$ cat config.mk
export PLATFORM = sky130hd
export DESIGN_NAME = mem_wb_pipe_reg
export DESIGN_NICKNAME = d
export VERILOG_FILES = /design/src/rtl/mem_wb_pipe_reg.sv
export SDC_FILE = /design/constraint.sdc
export NUM_CORES = 1
export LEC_CHECK = 0
export CAP_MARGIN = 20
export CORE_MARGIN = 8
export CORE_UTILIZATION = 39
export CTS_CLUSTER_DIAMETER = 80
export DETAILED_ROUTE_END_ITERATION = 6
export DONT_BUFFER_PORTS = 1
export PLACE_DENSITY = 0.51
export SYNTH_ARGS = -nofsm -noshare
export SYNTH_HDL_FRONTEND = slang
export SYNTH_SLANG_ARGS = --single-unit
$ cat constraint.sdc
create_clock -name clk -period 2.9 [get_ports clk]
set_input_delay 0.29 -clock clk [delete_from_list [all_inputs] [get_ports clk]]
set_output_delay 0.29 -clock clk [all_outputs]
set_load 0.01 [all_outputs]
$ cat src/rtl/mem_wb_pipe_reg.sv
// MEM/WB pipeline register: decodes the register-write class of the
// instruction leaving MEM, aligns load data, selects the write-back value
// and destination, and stalls MEM while a load waits on data memory.
module mem_wb_pipe_reg (
   input  logic        clk,
   input  logic        rst_n,
   input  logic [31:0] MEM_Instr,
   input  logic [31:0] MEM_PC,
   input  logic [31:0] MEM_ALU_out,
   input  logic [31:0] MEM_DM_out,
   input  logic        MEM_valid,
   input  logic        MEM_DM_ready,
   input  logic        stall,
   input  logic        flush,
   output logic        MEM_stall_o,
   output logic [31:0] MEM_WB_Instr,
   output logic        MEM_WB_valid,
   output logic        MEM_WB_isW_rd_1,
   output logic        MEM_WB_isW_rt_1,
   output logic        MEM_WB_isW_31_rd_0,
   output logic        MEM_WB_isW_rt_2,
   output logic [4:0]  MEM_WB_dst,
   output logic [31:0] MEM_WB_wdata,
   output logic        MEM_WB_wen
);

   typedef enum logic {RUN = 1'b0, LDWAIT = 1'b1} state_t;

   localparam logic [5:0] OP_SPECIAL = 6'h00;
   localparam logic [5:0] OP_JAL     = 6'h03;
   localparam logic [5:0] OP_LB      = 6'h20;
   localparam logic [5:0] OP_LH      = 6'h21;
   localparam logic [5:0] OP_LW      = 6'h23;
   localparam logic [5:0] OP_LBU     = 6'h24;
   localparam logic [5:0] OP_LHU     = 6'h25;
   localparam logic [5:0] FN_JALR    = 6'h09;

   // Picks the addressed byte or halfword (little-endian) and extends it.
   // Halfword selection ignores addr[0]; words pass through untouched.
   function automatic logic [31:0] load_align(input logic [5:0]  op,
                                              input logic [1:0]  addr,
                                              input logic [31:0] word);
      logic [7:0]  byte_v;
      logic [15:0] half_v;
      logic [31:0] res;
      case (addr)
         2'd0:    byte_v = word[7:0];
         2'd1:    byte_v = word[15:8];
         2'd2:    byte_v = word[23:16];
         default: byte_v = word[31:24];
      endcase
      half_v = addr[1] ? word[31:16] : word[15:0];
      case (op)
         OP_LB:   res = {{24{byte_v[7]}}, byte_v};
         OP_LBU:  res = {24'd0, byte_v};
         OP_LH:   res = {{16{half_v[15]}}, half_v};
         OP_LHU:  res = {16'd0, half_v};
         default: res = word;
      endcase
      return res;
   endfunction

   logic [5:0] opcode;
   logic [5:0] funct;
   logic [4:0] rt;
   logic [4:0] rd;

   assign opcode = MEM_Instr[31:26];
   assign funct  = MEM_Instr[5:0];
   assign rt     = MEM_Instr[20:16];
   assign rd     = MEM_Instr[15:11];

   logic        w_rd_1, w_rt_1, w_31_rd_0, w_rt_2;
   logic        is_load;
   logic [4:0]  dst_c;
   logic [31:0] wdata_c;
   logic        wen_c;
   logic        ld_pending;

   // Write-class decode, destination and write-back data for the MEM instruction.
   always_comb begin
      w_rd_1    = 1'b0;
      w_rt_1    = 1'b0;
      w_31_rd_0 = 1'b0;
      w_rt_2    = 1'b0;
      dst_c     = 5'd0;
      if (MEM_Instr != 32'd0) begin
         if (opcode == OP_SPECIAL) begin
            if (funct == FN_JALR) begin
               w_31_rd_0 = 1'b1;
               dst_c     = rd;
            end else begin
               case (funct)
                  6'h08, 6'h0C, 6'h0D, 6'h11, 6'h13,
                  6'h18, 6'h19, 6'h1A, 6'h1B: w_rd_1 = 1'b0;
                  default: begin
                     w_rd_1 = 1'b1;
                     dst_c  = rd;
                  end
               endcase
            end
         end else if (opcode == OP_JAL) begin
            w_31_rd_0 = 1'b1;
            dst_c     = 5'd31;
         end else if (opcode[5:3] == 3'b001) begin
            w_rt_1 = 1'b1;
            dst_c  = rt;
         end else if (opcode == OP_LB || opcode == OP_LH || opcode == OP_LW ||
                      opcode == OP_LBU || opcode == OP_LHU) begin
            w_rt_2 = 1'b1;
            dst_c  = rt;
         end
      end
      is_load = w_rt_2;
      if (w_rt_2) begin
         wdata_c = load_align(opcode, MEM_ALU_out[1:0], MEM_DM_out);
      end else if (w_31_rd_0) begin
         wdata_c = MEM_PC + 32'd8;
      end else begin
         wdata_c = MEM_ALU_out;
      end
      wen_c      = MEM_valid & (w_rd_1 | w_rt_1 | w_31_rd_0 | w_rt_2) & (dst_c != 5'd0);
      ld_pending = MEM_valid & is_load & ~MEM_DM_ready;
   end

   // Freeze MEM and upstream while a load waits; never during flush or reset.
   assign MEM_stall_o = rst_n & ~flush & ld_pending;

   state_t state_q, state_d;

   // Load-wait FSM next state: flush aborts, stall holds.
   always_comb begin
      state_d = state_q;
      if (flush) begin
         state_d = RUN;
      end else if (!stall) begin
         case (state_q)
            RUN:     if (ld_pending) state_d = LDWAIT;
            LDWAIT:  if (!ld_pending) state_d = RUN;
            default: state_d = RUN;
         endcase
      end
   end

   // Load-wait FSM state register.
   always_ff @(posedge clk) begin
      if (!rst_n) state_q <= RUN;
      else        state_q <= state_d;
   end

   logic        valid_q,  valid_d;
   logic [31:0] instr_q,  instr_d;
   logic        rd_1_q,   rd_1_d;
   logic        rt_1_q,   rt_1_d;
   logic        l31_q,    l31_d;
   logic        rt_2_q,   rt_2_d;
   logic [4:0]  dst_q,    dst_d;
   logic [31:0] wdata_q,  wdata_d;
   logic        wen_q,    wen_d;

   // Pipeline register next value: flush bubble, stall hold, pending-load bubble, else capture.
   always_comb begin
      valid_d = valid_q;
      instr_d = instr_q;
      rd_1_d  = rd_1_q;
      rt_1_d  = rt_1_q;
      l31_d   = l31_q;
      rt_2_d  = rt_2_q;
      dst_d   = dst_q;
      wdata_d = wdata_q;
      wen_d   = wen_q;
      if (flush || (!stall && ld_pending)) begin
         valid_d = 1'b0;
         instr_d = 32'd0;
         rd_1_d  = 1'b0;
         rt_1_d  = 1'b0;
         l31_d   = 1'b0;
         rt_2_d  = 1'b0;
         dst_d   = 5'd0;
         wdata_d = 32'd0;
         wen_d   = 1'b0;
      end else if (!stall) begin
         valid_d = MEM_valid;
         instr_d = MEM_Instr;
         rd_1_d  = w_rd_1;
         rt_1_d  = w_rt_1;
         l31_d   = w_31_rd_0;
         rt_2_d  = w_rt_2;
         dst_d   = dst_c;
         wdata_d = wdata_c;
         wen_d   = wen_c;
      end
   end

   // MEM/WB register bank with synchronous clear.
   always_ff @(posedge clk) begin
      if (!rst_n) begin
         valid_q <= 1'b0;
         instr_q <= 32'd0;
         rd_1_q  <= 1'b0;
         rt_1_q  <= 1'b0;
         l31_q   <= 1'b0;
         rt_2_q  <= 1'b0;
         dst_q   <= 5'd0;
         wdata_q <= 32'd0;
         wen_q   <= 1'b0;
      end else begin
         valid_q <= valid_d;
         instr_q <= instr_d;
         rd_1_q  <= rd_1_d;
         rt_1_q  <= rt_1_d;
         l31_q   <= l31_d;
         rt_2_q  <= rt_2_d;
         dst_q   <= dst_d;
         wdata_q <= wdata_d;
         wen_q   <= wen_d;
      end
   end

   assign MEM_WB_valid       = valid_q;
   assign MEM_WB_Instr       = instr_q;
   assign MEM_WB_isW_rd_1    = rd_1_q;
   assign MEM_WB_isW_rt_1    = rt_1_q;
   assign MEM_WB_isW_31_rd_0 = l31_q;
   assign MEM_WB_isW_rt_2    = rt_2_q;
   assign MEM_WB_dst         = dst_q;
   assign MEM_WB_wdata       = wdata_q;
   assign MEM_WB_wen         = wen_q;

endmodule

======== Yosys cells after proc, flatten, opt, wreduce, memory -nomap -nowiden ========
Index checks and enable logic that the tools add are counted.
word-level totals
  bits of input ports ..................... 134
  latch bits .............................. 0
  register bits after elaboration ......... 75
  ROM bits ................................ 0
  RAM bits ................................ 0
  memories kept ........................... 0
cells by class
  multiply operators ...................... 0
  shifts and indexed selects .............. 0
  $lt $le $gt $ge ......................... 0
  bitwise logic cells ..................... 12
  mux-type cells .......................... 29
  equal/unequal tests ..................... 19
  divide/modulo/power cells ............... 0
  $add $sub $neg .......................... 1
  reductions and logical operators ........ 13
operators by type and width
  operator                                                                count
  32-bit case mux with 4 select lines                                     1
  32-bit 2-to-1 mux                                                       2
  6-bit by 5-bit equality test with 1-bit output (second input constant)  6
  5-bit 2-to-1 mux                                                        7
  32-bit by 4-bit adder with 32-bit output (second input constant)        1
  32-bit nonzero test                                                     1
  6-bit equality test (second input constant)                             5
  6-bit by 4-bit equality test with 1-bit output (second input constant)  4
  8-bit case mux with 3 select lines                                      1
  1-bit 2-to-1 mux                                                        17
  16-bit 2-to-1 mux                                                       1
  9-bit OR reduction                                                      1
  1-bit AND                                                               6
  6-bit by 2-bit equality test with 1-bit output (second input constant)  1
  6-bit logical NOT                                                       1
  1-bit logical OR                                                        5
  5-bit nonzero test                                                      1
  3-bit by 1-bit equality test with 1-bit output (second input constant)  1
  1-bit inverter                                                          3
  1-bit OR                                                                3
  2-bit by 1-bit equality test with 1-bit output (second input constant)  1
  2-bit equality test (second input constant)                             1
  2-bit logical NOT                                                       1
  2-bit OR reduction                                                      1
  2 further kinds                                                         2

======== Depth between registers and ports, before layout ========
Gate-level depths: netlist of run 1.
  word-level depth ........................ 15
  mapped depth ............................ 10

======== Worst setup path after synthesis of run 1 ========
OpenSTA, ideal clock, no wires.
  path type ............................... input -> register
  from .................................... input MEM_Instr[28]
  to ...................................... register wdata_q[13] (netlist: MEM_WB_wdata[13])
  slack ................................... 582 ps
  buffers on the path ..................... 3
  data required time ...................... 2768 ps
  data arrival time ....................... 2186 ps
  cell stages on the path ................. 9
  library setup time ...................... 132 ps
  cells stage by stage .................... or4_1 -> or3_1 -> buf_2 -> o21ba_1 -> buf_6 -> buf_6 -> mux2_4 -> a21oi_2 -> a21oi_1
between the ends
  cells in the longest elaborated chain, start to end .. 15
ends and longest elaborated chain
  what                                 line     RTL
  start, declared                      7        input logic [31:0] MEM_Instr,
  6-bit equality test                  53, 108
  1-bit logical OR (3 in series)       108      end else if (opcode == OP_LB || opcode == OP_LH || opcode == OP_LW ||
  1-bit logical OR                     109      opcode == OP_LBU || opcode == OP_LHU) begin
  1-bit 2-to-1 mux                     108
  1-bit 2-to-1 mux                     105      end else if (opcode[5:3] == 3'b001) begin
  1-bit 2-to-1 mux                     102      end else if (opcode == OP_JAL) begin
  1-bit 2-to-1 mux                     88       if (opcode == OP_SPECIAL) begin
  1-bit 2-to-1 mux                     87       if (MEM_Instr != 32'd0) begin
  1-bit AND (2 in series)              123      ld_pending = MEM_valid & is_load & ~MEM_DM_ready;
  1-bit logical AND                    172      if (flush || (!stall && ld_pending)) begin
  1-bit logical OR                     172
  2-bit OR reduction (no source line)  -
  end signal, assigned                 215      wdata_q <= wdata_d;
  end, declared                        158      logic [31:0] wdata_q, wdata_d;
Several ways; a longest one is shown, not always the timed one.
A chain may end at the register's enable or synchronous reset.

======== Final worst setup path of run 1 ========
  from .................................... input MEM_Instr[28]
  to ...................................... register wdata_q[18] (netlist: MEM_WB_wdata[18])
Same word-level chain as after synthesis.

==> results of run 1 <==
-- cell families (layout without fill, tap and decap cells) --
kind of cell,count (synthesis),in the layout,share of synthesized area
buf+inv,47,41,0.0422
fa+ha+maj,1,1,0.00267
flops,75,75,0.320
simple gates,198,198,0.211
xor+xnor,28,28,0.0523
other cells,0,1,0
compound gates,161,161,0.230
mux,54,54,0.142
-- Yosys cell counts, drive strengths merged, types with 11 or more instances --
| cell | count |
|---|---|
| dfxtp | 75 |
| nor2 | 66 |
| a21oi | 47 |
| nand2 | 40 |
| mux2i | 37 |
| o21ai | 32 |
| clkbuf | 25 |
| nand3 | 22 |
| buf | 14 |
| xnor2 | 14 |
| xor2 | 14 |
| a211oi | 12 |
| or3 | 12 |
| a221oi | 11 |
| nor4 | 11 |
-- per-stage QoR --
stage,hold slack (ns),power (mW),instance area [um^2],utilization
2_1_floorplan,0.406,1.37,4690,-
3_3_place_gp,0.412,1.40,4850,0.409
3_5_place_dp,0.411,1.41,4850,0.409
4_1_cts,0.0554,2.62,5160,0.435
5_1_grt,0.0675,2.69,5160,0.435
6_report,0.0592,2.60,5160,0.435
-- layout make-up --
class	count	area (um^2)
Antenna cell	1	2.50
Clock inverter	6	88.8
Sequential cell	75	1500
Multi-Input combinational cell	442	3000
Fill cell	1220	6700
Timing Repair Buffer	18	135
Inverter	8	30.0
Clock buffer	9	225
Tap cell	147	184
-- worst max-delay path: stages --
cell and delay (ns):
or4_1 0.53, or3_1 0.43, o21ba_1 0.22, buf_4 0.23, or4_1 0.42, o21ai_0 0.13
a2111oi_2 0.06
-- layout by cell type (no fill, tap or decap), types with 4 or more instances in the layout --
cell type and n:
inv_1 7, xor2_1 14, nor2_1 65, and3_1 6, mux4_2 8, nand2_1 39, o32ai_1 4, nand4_1 8
or3_1 12, xnor2_1 14, mux2_2 6, o21ai_0 32, nor4_1 11, buf_4 18, o22ai_1 8, nand3_1 22
nor3_1 5, or4_1 6, dfxtp_1 75, clkbuf_16 9, nand2b_1 5, a211oi_1 12, o211ai_1 10, a22o_1 5
a21oi_1 44, o221ai_1 4, a22oi_1 4, a221oi_1 11, mux2i_1 37, nor2b_1 4
-- layer usage --
layer  vias to the layer above  part of all wire  GRT usage
met5                         -           0.00046          0
met4                         2             0.040      0.126
met3                        39              0.12     0.0895
met2                       227              0.48      0.358
met1                      2127              0.36      0.223
li1                       2100                 -          -
-- state kept, by name, summed over array words and instances (netlist names) --
signal	flops
MEM_WB_valid	1
MEM_WB_isW_rt_2	1
MEM_WB_wdata	32
MEM_WB_Instr	32
MEM_WB_isW_rd_1	1
MEM_WB_dst	5
MEM_WB_wen	1
MEM_WB_isW_rt_1	1
MEM_WB_isW_31_rd_0	1
-- worst max path at each step --
stage                        startpoint                to
after floorplan           MEM_Instr[28]  MEM_WB_wdata[13]
after global placement    MEM_Instr[28]  MEM_WB_wdata[18]
after detailed placement  MEM_Instr[28]  MEM_WB_wdata[18]
after CTS                 MEM_Instr[28]  MEM_WB_wdata[18]
after global routing      MEM_Instr[28]  MEM_WB_wdata[18]
final                     MEM_Instr[28]  MEM_WB_wdata[18]
-- where the power goes --
group	switching (mW)	total, mW	internal (mW)
Sequential	0.0431	1.11	1.06
Clock	0.463	1.21	0.750
Combinational	0.139	0.278	0.139
Total	0.645	2.60	1.95
==> impl_metrics.json, run 1 <==
{
  "result_of_the_run": "completed",
  "yosysTopAreaCell": "dfxtp_1",
  "floorplan.die_area_um2": 15800,
  "period_needed_ns": 2.12,
  "first_iter_violations": 290,
  "placement.setup.worst_slack_ns": 0.440,
  "dr_total_vias": 4495,
  "max_freq_mhz": 472,
  "post_cts.resized_instances": 0,
  "final_min_period_over_clock_period": 0.730,
  "finalNonFillerCells": 706,
  "dpl.cell_count": 690,
  "post_cts_buffers": 0,
  "grt_overflow_total": 0,
  "power.static_leakage_nw": 1.78,
  "detail-route-antenna-nets": 0,
  "count_of_hold_buffers_inserted_by_post_cts_repair": 0,
  "drt_drc_violations_left": 0,
  "wl_per_cell_um": 24.9,
  "vdd_drop_max_v": 0.000257,
  "max-cap-violations": 0,
  "final_wtd_congestion": 0.834,
  "route.detailed.vias_per_inst": 6.37,
  "critical_path_class": "primary input to flop",
  "via_count_of_the_first_global_routing_pass": 4463,
  "power.density_cell_area_nw_per_um2": 503,
  "worstSetupEndpointType": "flop",
  "grt_max_degree": 84,
  "globalRouteTotalUtil": 0.214,
  "crit_required_ns": 3.10,
  "setup-tns-final_ns": 0,
  "fp.coreArea_um2": 11900,
  "worst_hold_path_type": "primary input to flop",
  "rsz0062_at_grt": "false",
  "tritoncts_buffer_count": 9,
  "num-nets-final": 689,
  "slew_violations": 0,
  "synth_sequential_area_ratio": 0.320,
  "setup_violations": 0,
  "grt_antenna_before_repair": 2,
  "launch_instance_of_the_worst_register_to_register_path": "MEM_WB_wdata[30]",
  "post_synthesis_cell_count": 564,
  "drt_first_pass_iters": 4,
  "report.final.hold_viol_count": 0,
  "die_x_um": 126,
  "worst_slew_pin_slew_ns": 0.858,
  "timing.critical_path.from_type": "primary input",
  "timing.reg2reg.setup_slack_ns": 1.77,
  "synth_top_cell_area_share": 0.320,
  "rows": 40,
  "endpoint_worst_hold": "MEM_WB_wdata[27]",
  "synth.cell_area_um2": 4690,
  "synth_top_cells_by_area": "dfxtp_1 (32%), mux2i_1 (7.9%), nor2_1 (5.2%), a21oi_1 (4.7%), mux4_2 (3.8%)",
  "final_layout_size_suffix_gt1_frac": 0.111,
  "worst_ep_arrival_time_ns": 2.32,
  "postSynthNetCount": 699,
  "grt_first_pass_wirelength_mm": 26.4,
  "number_of_enable_flip_flop_cells_after_synthesis": 0,
  "synthDistinctLibCells": 63,
  "worst_hold_path.num_cells": 2,
  "flow.area_growth_from_synthesis_pct": 10.2,
  "async_reset_ff_frac": 0,
  "post_synth.cell_area_avg_um2": 8.31,
  "tritoncts": "yes",
  "yosys_register_bits": 75,
  "clk_transition_reported_paths_ns": 0.06,
  "crit-reg2reg-capture": "MEM_WB_wdata[30]",
  "relSlewSlack": 0.426,
  "floorplan.initialDensity": 0.395,
  "final.setup.worst_slack_ns": 0.783,
  "fp.dieH_um": 126,
  "synth.yosys.warnings": 0,
  "clock-skew-final_ns": 0,
  "insertion_delay_ns": 0.34,
  "worst-r2r-cell-count": 3,
  "ys.flop_type": "dfxtp_1",
  "totalWireLength_mm": 17.5,
  "cts_buffer_depth": 2,
  "numPortBuffers": 0,
  "cts.sink_count": 75,
  "detailedPlacementHpwl_mm": 13.7,
  "worstHoldStart": "MEM_ALU_out[27]",
  "crit_fanout": 28,
  "ctsHtreeMaxLevel": 3,
  "clock_root_buffer": "clkbuf_16",
  "ioPinCount": 210
}
(Power assumes the default switching activity.)
==> run 2, diff against run 1 <==
Settings changed: PLACE_DENSITY 0.51 to 0.53.
Clock period 2.9 ns to 1.9 ns, I/O delays scaled along.
==> run 2 against run 1 <==
Net effect: total power grew 54%; register-to-register slack worse by 0.94 ns; largest power group unchanged; hold slack got worse by 0.054 ns; wire length increased by 5.6%; clock skew is the same; setup slack lost 0.69 ns; non-clock buffer count rose by 69; cell area grew 12%; largest cell class unchanged; sequential power up 52%; sequential share of layout area down 3.2 points; die area unchanged; first-iteration DRC count increased by 16%.
==> impl_metrics.json, run 2 (synthesis gave the netlist of run 1 again) <==
{
  "result_of_the_run": "completed",
  "crit_fanout": 19,
  "vdd_drop_max_v": 0.000359,
  "grt_first_pass_wirelength_mm": 28.2,
  "grt_max_degree": 71,
  "final_layout_size_suffix_gt1_frac": 0.169,
  "tritoncts_buffer_count": 9,
  "floorplan.die_area_um2": 15800,
  "setup-tns-final_ns": 0,
  "max-cap-violations": 0,
  "via_count_of_the_first_global_routing_pass": 4889,
  "rows": 40,
  "worstPathCellList": "or4_1, or3_4, o21ba_1, buf_12, or4_1, o21ai_0, nor4_1",
  "final_cell_mix": "dfxtp_1 (75), nor2_1 (65), buf_4 (54)",
  "flow.area_growth_from_synthesis_pct": 23.9,
  "critical_path_class": "primary input to flop",
  "cts.sink_count": 75,
  "power.static_leakage_nw": 2.10,
  "numPortBuffers": 0,
  "drt_first_pass_iters": 5,
  "insertion_delay_ns": 0.34,
  "worst_hold_path_type": "primary input to flop",
  "slew_violations": 0,
  "globalRouteTotalUtil": 0.228,
  "wl_per_cell_um": 23.9,
  "first_iter_violations": 336,
  "critical_path_buf_inv_count": 1,
  "clock-skew-final_ns": 0,
  "period_needed_ns": 1.80,
  "crit_top_cell": "or4_1",
  "power.density_cell_area_nw_per_um2": 690,
  "detail-route-antenna-nets": 0,
  "final.setup.worst_slack_ns": 0.0961,
  "grt_antenna_before_repair": 2,
  "dr_total_vias": 4747,
  "cp_top_family": "simple AND/OR/NAND/NOR gates",
  "clock_root_buffer": "clkbuf_16",
  "worst_ep_arrival_time_ns": 2.02,
  "relSlewSlack": 0.556,
  "report.final.hold_viol_count": 0,
  "worstSetupEndpointType": "flop",
  "fp.coreArea_um2": 11900,
  "drt_drc_violations_left": 0,
  "final_wtd_congestion": 0.821,
  "grt_overflow_total": 0,
  "num-nets-final": 758,
  "setup_violations": 0,
  "die_x_um": 126,
  "timing.critical_path.from_type": "primary input",
  "ioPinCount": 210,
  "detailedPlacementHpwl_mm": 14.2,
  "max_freq_mhz": 554,
  "floorplan.initialDensity": 0.395,
  "route.detailed.vias_per_inst": 6.12,
  "ctsHtreeMaxLevel": 3,
  "critical_path.max_stage_delay_ns": 0.53,
  "rsz0062_at_grt": "false",
  "most_common_library_cell_in_the_layout_ignoring_fill_and_taps": "dfxtp_1",
  "fp.dieH_um": 126,
  "final_min_period_over_clock_period": 0.949,
  "worst_slew_pin_slew_ns": 0.664,
  "totalWireLength_mm": 18.5,
  "tritoncts": "yes",
  "cts_buffer_depth": 2,
  "clk_transition_reported_paths_ns": 0.06,
  "placement.setup.worst_slack_ns": -0.259,
  "crit_required_ns": 2.12,
  "slowest_cell_on_the_critical_path": "or4_1"
}
run 2: cell count changes in the layout (fill, tap and decap cells not counted), sizes merged:
| cell | before | now |
|---|---|---|
| buf | 18 | 57 |
| bufinv | 2 | 1 |
| clkinv | 2 | 3 |
| clkbuf | 9 | 10 |
| dlygate4sd3 | 0 | 30 |
run 2: final timing paths:
| check | endpoint | start | slack [ns] | cells after the start |
|---|---|---|---|---|
| hold reg to reg | MEM_WB_dst[4] | MEM_WB_dst[4] | 0.51 | 2 |
| setup / recovery | MEM_WB_wdata[31] | MEM_Instr[28] | 0.1 | 7 |
| hold / removal | MEM_WB_Instr[18] | MEM_Instr[18] | 0.005 | 2 |
| setup reg to reg | MEM_WB_wdata[30] | MEM_WB_wdata[30] | 0.83 | 3 |
run 2: routing by layer:
layer	vias up	part of all wire	wire, um	global-route usage
li1	2235	-	-	-
met1	2257	0.37	6860	0.235
met2	221	0.48	8830	0.386
met3	34	0.11	2020	0.0911
met4	0	0.044	824	0.133
met5	-	0	0	0
run 2: timing repair:
item,4_1_cts,5_1_grt
gates resized for setup,0,4
hold buffers,30,0
setup buffers,0,1
endpoints found under the setup margin,0,2
hold endpoints to repair,42,0
run 2: report_power, final:
part | internal (mW) | leakage [nW] | switching [mW]
combinational | 0.292 | 1.35 | 0.245
clock | 1.05 | 0.145 | 0.722
sequential | 1.63 | 0.611 | 0.0670
total | 2.97 | 2.10 | 1.03
run 2: final cells by class:
cell class,count,area (um^2)
clock inverters,6,63.8
clock buffers,10,239
fillers,1156,6060
diodes,1,2.50
well taps,147,184
multi-input cells,442,3020
inverters,8,30.0
flip-flops and latches,75,1500
repair buffers,87,766
run 2: stage by stage:
stage | utilization | instances | total power, mW | cell area, um^2 | hold slack (ns)
2_1_floorplan | - | 564 | 2.09 | 4720 | 0.306
3_3_place_gp | 0.436 | 728 | 2.19 | 5170 | 0.311
3_5_place_dp | 0.436 | 728 | 2.20 | 5170 | 0.315
4_1_cts | 0.487 | 774 | 4.02 | 5780 | 0.000322
5_1_grt | 0.489 | 776 | 4.14 | 5800 | 0.00884
6_report | 0.489 | 776 | 4.00 | 5800 | 0.00497
